### src/rtl/shifter_result_fifo.sv
// Result buffer behind the fixed-latency shifter: FWFT FIFO plus an
// issue-credit counter that covers beats still in flight.
module shifter_result_fifo #(
    parameter int WIDTH = 16,
    parameter int DEPTH = 8,
    localparam int CNT_W = $clog2(DEPTH + 1)
) (
    input  logic             clk,
    input  logic             rst,
    input  logic             issue,
    output logic             issue_ok,
    input  logic             v_in,
    input  logic [WIDTH-1:0] din,
    output logic             m_valid,
    input  logic             m_ready,
    output logic [WIDTH-1:0] m_data,
    output logic [CNT_W-1:0] count,
    output logic             overflow,
    output logic             proto_err
);

    localparam int PTR_W = $clog2(DEPTH);
    localparam logic [CNT_W-1:0] FULL = CNT_W'(DEPTH);

    logic [WIDTH-1:0] mem_q [DEPTH];
    logic [PTR_W-1:0] wr_ptr_q, wr_ptr_d;
    logic [PTR_W-1:0] rd_ptr_q, rd_ptr_d;
    logic [CNT_W-1:0] occ_q, occ_d;
    logic [CNT_W-1:0] infl_q, infl_d;
    logic             ovf_q, ovf_d;
    logic             perr_q, perr_d;
    logic             push, pop, full;
    logic [CNT_W:0]   credit_sum;

    assign full    = (occ_q == FULL);
    assign m_valid = (occ_q != '0);
    assign pop     = m_valid && m_ready;
    assign push    = v_in && (!full || pop);

    assign m_data    = mem_q[rd_ptr_q];
    assign count     = occ_q;
    assign overflow  = ovf_q;
    assign proto_err = perr_q;

    // One extra bit so occ + infl can never wrap before the compare
    assign credit_sum = {1'b0, occ_q} + {1'b0, infl_q};
    assign issue_ok   = (credit_sum < (CNT_W+1)'(DEPTH));

    always_comb begin
        wr_ptr_d = wr_ptr_q;
        rd_ptr_d = rd_ptr_q;
        occ_d    = occ_q;
        infl_d   = infl_q;
        ovf_d    = ovf_q;
        perr_d   = perr_q;

        if (push) wr_ptr_d = wr_ptr_q + 1'b1;
        if (pop)  rd_ptr_d = rd_ptr_q + 1'b1;

        unique case ({push, pop})
            2'b10:   occ_d = occ_q + 1'b1;
            2'b01:   occ_d = occ_q - 1'b1;
            default: occ_d = occ_q;
        endcase

        if (v_in && !push) ovf_d = 1'b1;

        unique case ({issue, v_in})
            2'b10: begin
                if (infl_q != FULL) infl_d = infl_q + 1'b1;
            end
            2'b01: begin
                if (infl_q == '0) perr_d = 1'b1;
                else              infl_d = infl_q - 1'b1;
            end
            default: infl_d = infl_q;
        endcase
    end

    always_ff @(posedge clk or posedge rst) begin
        if (rst) begin
            wr_ptr_q <= '0;
            rd_ptr_q <= '0;
            occ_q    <= '0;
            infl_q   <= '0;
            ovf_q    <= 1'b0;
            perr_q   <= 1'b0;
        end else begin
            wr_ptr_q <= wr_ptr_d;
            rd_ptr_q <= rd_ptr_d;
            occ_q    <= occ_d;
            infl_q   <= infl_d;
            ovf_q    <= ovf_d;
            perr_q   <= perr_d;
        end
    end

    // Storage is data-only, so it carries no reset
    always_ff @(posedge clk) begin
        if (push) mem_q[wr_ptr_q] <= din;
    end

endmodule
### config.mk
export PLATFORM = sky130hd
export DESIGN_NAME = shifter_result_fifo
export DESIGN_NICKNAME = d
export VERILOG_FILES = /design/src/rtl/shifter_result_fifo.sv
export SDC_FILE = /design/constraint.sdc
export NUM_CORES = 1
export LEC_CHECK = 0
export ABC_AREA = 1
export CAP_MARGIN = 10
export CORE_ASPECT_RATIO = 2
export CORE_MARGIN = 2
export CORE_UTILIZATION = 55
export CTS_CLUSTER_DIAMETER = 30
export DETAILED_ROUTE_END_ITERATION = 12
export GPL_TIMING_DRIVEN = 0
export PLACE_DENSITY = 0.75
export SYNTH_ARGS = -nofsm -noshare
export SYNTH_HDL_FRONTEND = slang
export SYNTH_SLANG_ARGS = --single-unit
### constraint.sdc
create_clock -name clk -period 5.4 [get_ports clk]
set_clock_uncertainty 0.1 [all_clocks]
set_input_delay 1.08 -clock clk [delete_from_list [all_inputs] [get_ports clk]]
set_output_delay 1.08 -clock clk [all_outputs]
set_load 0.01 [all_outputs]
Yosys cells after proc, flatten, opt, wreduce, memory -nomap -nowiden

Memories as Yosys holds them, arrays and structs flattened.
Index checks and enable logic that the tools add are counted.

Equality and inequality tests: 8
Reduce and logical (&&, ||, !) cells: 12
Magnitude comparators: 1
Add/subtract/negate cells: 7
Mux-type cells: 6

Operators by type and width:

| cell                | count |
|---|---|
| $pmux 4 s2          | 2 |
| $add 4x1->4 const B | 2 |
| $mux 4              | 2 |
| $sub 4x1->4 const B | 2 |
| $add 3x1->3 const B | 2 |
| $add 4x4->5         | 1 |
| $lt 5x4->1 const B  | 1 |
| $eq 2x1->1 const B  | 2 |
| $eq 2x2->1 const B  | 2 |
| $eq 4x4->1 const B  | 1 |
| $logic_not 4->1     | 1 |
| $ne 2x2->1 const B  | 2 |
| $ne 4x4->1 const B  | 1 |
| $reduce_bool 2->1   | 2 |
| $reduce_bool 4->1   | 1 |
| $logic_and 1x1->1   | 3 |
| $reduce_and 3->1    | 1 |
| $logic_not 1->1     | 2 |
| $mux 1              | 2 |
| $reduce_and 2->1    | 1 |
| $logic_or 1x1->1    | 1 |

Output and inout port bits: 24
Memories kept: 1
Register bits: 16
Word-level logic and storage cells: 41
RAM bits: 128
Input port bits: 21

Memories:

| memory | words | width | read ports | clocked after memory_dff | write ports | RTL line | RTL |
|---|---|---|---|---|---|---|---|
| mem_q  | 8     | 16    | 1          | 0                        | 1           | 25       | `logic [WIDTH-1:0] mem_q [DEPTH];` |

Logic depth before layout (Yosys ltp)

Word-level depth: 6
Mapped depth: 12
Gate-level depth less buffers: 12

Worst setup path after synthesis

Ideal clock, no wire load.

Kind: input to register
From: input m_ready
To: memory mem_q[4][0] (enable)
Path slack: 2.334 ns
Path buffers: 1
Library setup time: 0.409 ns
Arrival time: 2.556 ns
Data required time: 4.891 ns
Cell stages on the path: 5
Path through: nor2_1 nand3_2 nand2_2 buf_6 nor3_1

Longest elaborated chain between the ends: 5

Ends and longest elaborated chain:

| what                         | RTL line | RTL |
|---|---|---|
| start: declaration           | 15       | `input logic m_ready,` |
| $logic_and 1x1->1            | 37       | `assign pop = m_valid && m_ready;` |
| $logic_or 1x1->1             | 38       | `assign push = v_in && (!full \|\| pop);` |
| $logic_and 1x1->1            | 38       |  |
| $mux 1                       | 100      | `if (push) mem_q[wr_ptr_q] <= din;` |
| $mux 1 (implied by the code) | 100      |  |
| end: declaration             | 25       |  |

No other way between the ends.

Final worst setup path

From: register rd_ptr_q[0]
To: output m_data[10]

Longest elaborated chain between the ends: 1

Ends and longest elaborated chain:

| what                     | RTL line | RTL |
|---|---|---|
| start: declaration       | 27       | `logic [PTR_W-1:0] rd_ptr_q, rd_ptr_d;` |
| start signal: assignment | 90       | `rd_ptr_q <= rd_ptr_d;` |
| $mem_v2 8x16             | n/a      |  |
| end: declaration         | 16       | `output logic [WIDTH-1:0] m_data,` |

No other way between the ends.

==> flow_summary.ini <==
[layout]
num-fill-cells = 813
layout-drive-gt1-share_pct = 11.1
fin_nets = 673
final_area_mm2 = 0.00756
diodes = 0
areaGrowthSynthToFinish_pct = 20.5
layout_commonest_cell = nand2_1
fin_cells = 790
final_cell_mix = nand2_1 (173), edfxtp_1 (128), nor2_1 (84)

[power]
p_per_area_mw_per_mm2 = 588
ir_drop_uv = 397
total_power_mw = 4.44
p_leak_nw = 2.98

[placement]
io_buffers = 44
place_area_mm2 = 0.00702
place_inst = 761
dp_hpwl_mm = 10.0
gp_congestion = 0.793

[drt]
ant_nets = 0
drt-initial-drc-count = 334
dr.pass1.iters = 5
routed_wl_mm = 14.5
viasPerCell = 5.49
avgRoutedWirePerCell_um = 18.4
via_count = 4334
drc_errors = 0

[global_routing]
first_global_vias = 4477
grt_overflow_total = 0
antenna_found_initial = 0
grt_pass1_wl_mm = 22.8
grtUsageTotal_pct = 25.5
grt_max_degree = 17

[worst_setup_path]
crit_path_max_fanout = 10
start_kind = flip-flop
crit_path_end_kind = output port
cp.arrival_ns = 2.34
crit_type = flip-flop to output port
r2r_slack_ns = 2.85
cp.required_ns = 4.22

[synth]
synthMuxAreaShare_pct = 0
avgSynthCellArea_um2 = 11.1
synth.yosys.seq_area_share_pct = 67.7
synth_fa_ha_area_share_pct = 3.03
netlist_instances = 567
synth-compound-area-share_pct = 6.14
synth_area_mm2 = 0.00627
synth_top_family_by_area = simple AND/OR/NAND/NOR gates
ys_ff_latch = 144
synthSimpleGateAreaFrac_pct = 17.2
synth_nets = 602
ys_types = 26
synth_xor_area_share_pct = 1.26
ys_warn_count = 0

[clocking]
clock_latency_ns = 0.41
cts_tree = done
cts_htree_levels = 4
clk_pin_slew_worst_paths_ns = 0.05
cts_buffers = 17
clock-root-buffer = clkbuf_16
postCtsSetupRepairBufs = 0
cts_hold_buffers = 0
cts_sinks = 144
clockBufferDepth = 2
post_cts_resized = 0

[die]
die_area_mm2 = 0.0123
core-area_mm2 = 0.0112
initial_core_util_pct = 55.9
die-height_um = 155
pin_count = 45
die_w_um = 79.5
rows = 55

[timing]
setup_viol = 0
finalMaxSlewViolations = 0
min_period_ns = 3.52
final-hold-violation-count = 0
slew_headroom_pct = 36.2
rsz0062_at_grt = false
fmax_ghz = 0.284
post-route-period-util_pct = 65.1
worstMarginPinSlew_ns = 0.952
setup_tns_ns = 0

[status]
status = complete, no violations

[hold_path]
min_path_type = flip-flop to flip-flop

[run]
drv_cap = 0
cell type report:
class                   count  area (µm²)  share of cell area, %
inverters                  23        88.8                   1.18
well taps                 142         178                   2.35
plain buffers              25         208                   2.75
repair buffers             52         534                   7.07
flip-flops and latches    144        4240                   56.1
multi-input cells         375        1770                   23.4
clock buffers              22         444                   5.88
clock inverters             7        90.1                   1.19
power breakdown:
part	leakage (nW)	switching (mW)	total (mW)	internal, mW
sequential	1.35	0.110	1.53	1.42
combinational	1.37	1.08	1.83	0.756
clock	0.257	0.410	1.08	0.668
total	2.98	1.60	4.44	2.84
worst max-delay path: stages (launching register included):
cell	delay, ns
dfrtp_1	0.41
inv_1	0.10
clkbuf_1	0.44
o21ai_0	0.23
nand2_1	0.11
nand2_1	0.05
nand2_1	0.06
clkdlybuf4s50_1	0.52
stage by stage:
stage / setup slack (ns) / hold WS [ns] / util, %
6_report: 1.88 / 0.377 / 67.4
3_5_place_dp: 1.87 / 0.369 / 62.6
2_1_floorplan: 2.33 / 0.392 / -
5_1_grt: 1.72 / 0.405 / 67.4
4_1_cts: 1.84 / 0.383 / 67.4
3_3_place_gp: 0.667 / 0.359 / 61.4
logic make-up (layout without fill, tap and decap cells):
logic type / after synthesis / count (layout)
compound gates: 75 / 75
flops: 144 / 144
buf+inv: 48 / 129
fa+ha+maj: 14 / 14
xor+xnor: 9 / 9
simple gates: 277 / 277
Yosys cell counts:
master | n | area [µm²]
o21ai_0 | 30 | 150
o21bai_1 | 1 | 7.51
clkbuf_1 | 1 | 3.75
nor3_1 | 8 | 40.0
nand2_2 | 2 | 12.5
or3_1 | 1 | 6.26
ha_1 | 12 | 150
nor2_1 | 84 | 315
xnor2_1 | 5 | 43.8
fa_1 | 2 | 40.0
buf_4 | 1 | 7.51
dfrtp_1 | 16 | 400
edfxtp_1 | 128 | 3840
nand3_2 | 1 | 10.0
o21ai_1 | 39 | 195
nand3_1 | 5 | 25.0
xor2_1 | 4 | 35.0
inv_4 | 1 | 6.26
a21oi_1 | 3 | 15.0
nor2_2 | 1 | 6.26
or2_2 | 2 | 12.5
inv_1 | 22 | 82.6
buf_2 | 10 | 50.1
nand2_1 | 173 | 649
buf_6 | 13 | 146
a31o_2 | 2 | 17.5
metal layers:
metal  wire (µm)  GRT usage (%)  vias to the layer above
li1            -              -                     2053
met1        4870           25.4                     2107
met2        8550           48.8                      140
met3         581           4.99                       34
met4         538           11.8                        0
met5           0              0                        -
worst paths after layout:
| kind | startpoint | to | cells past startpoint |
|---|---|---|---|
| min in group asynchronous | rst | infl_q[1] | 2 |
| max in group asynchronous | rst | count[1] | 2 |
| setup reg to reg | count[0] | count[3] | 11 |
| hold reg to reg | overflow | overflow | 1 |
| setup / recovery | rd_ptr_q[0] | m_data[10] | 7 |
| hold / removal | overflow | overflow | 1 |
state kept, by name, indices dropped and copies added (netlist names):
name,cells
count,4
infl_q,4
proto_err,1
overflow,1
mem_q,128
wr_ptr_q,3
rd_ptr_q,3
Power figures use the tool's default switching activity.
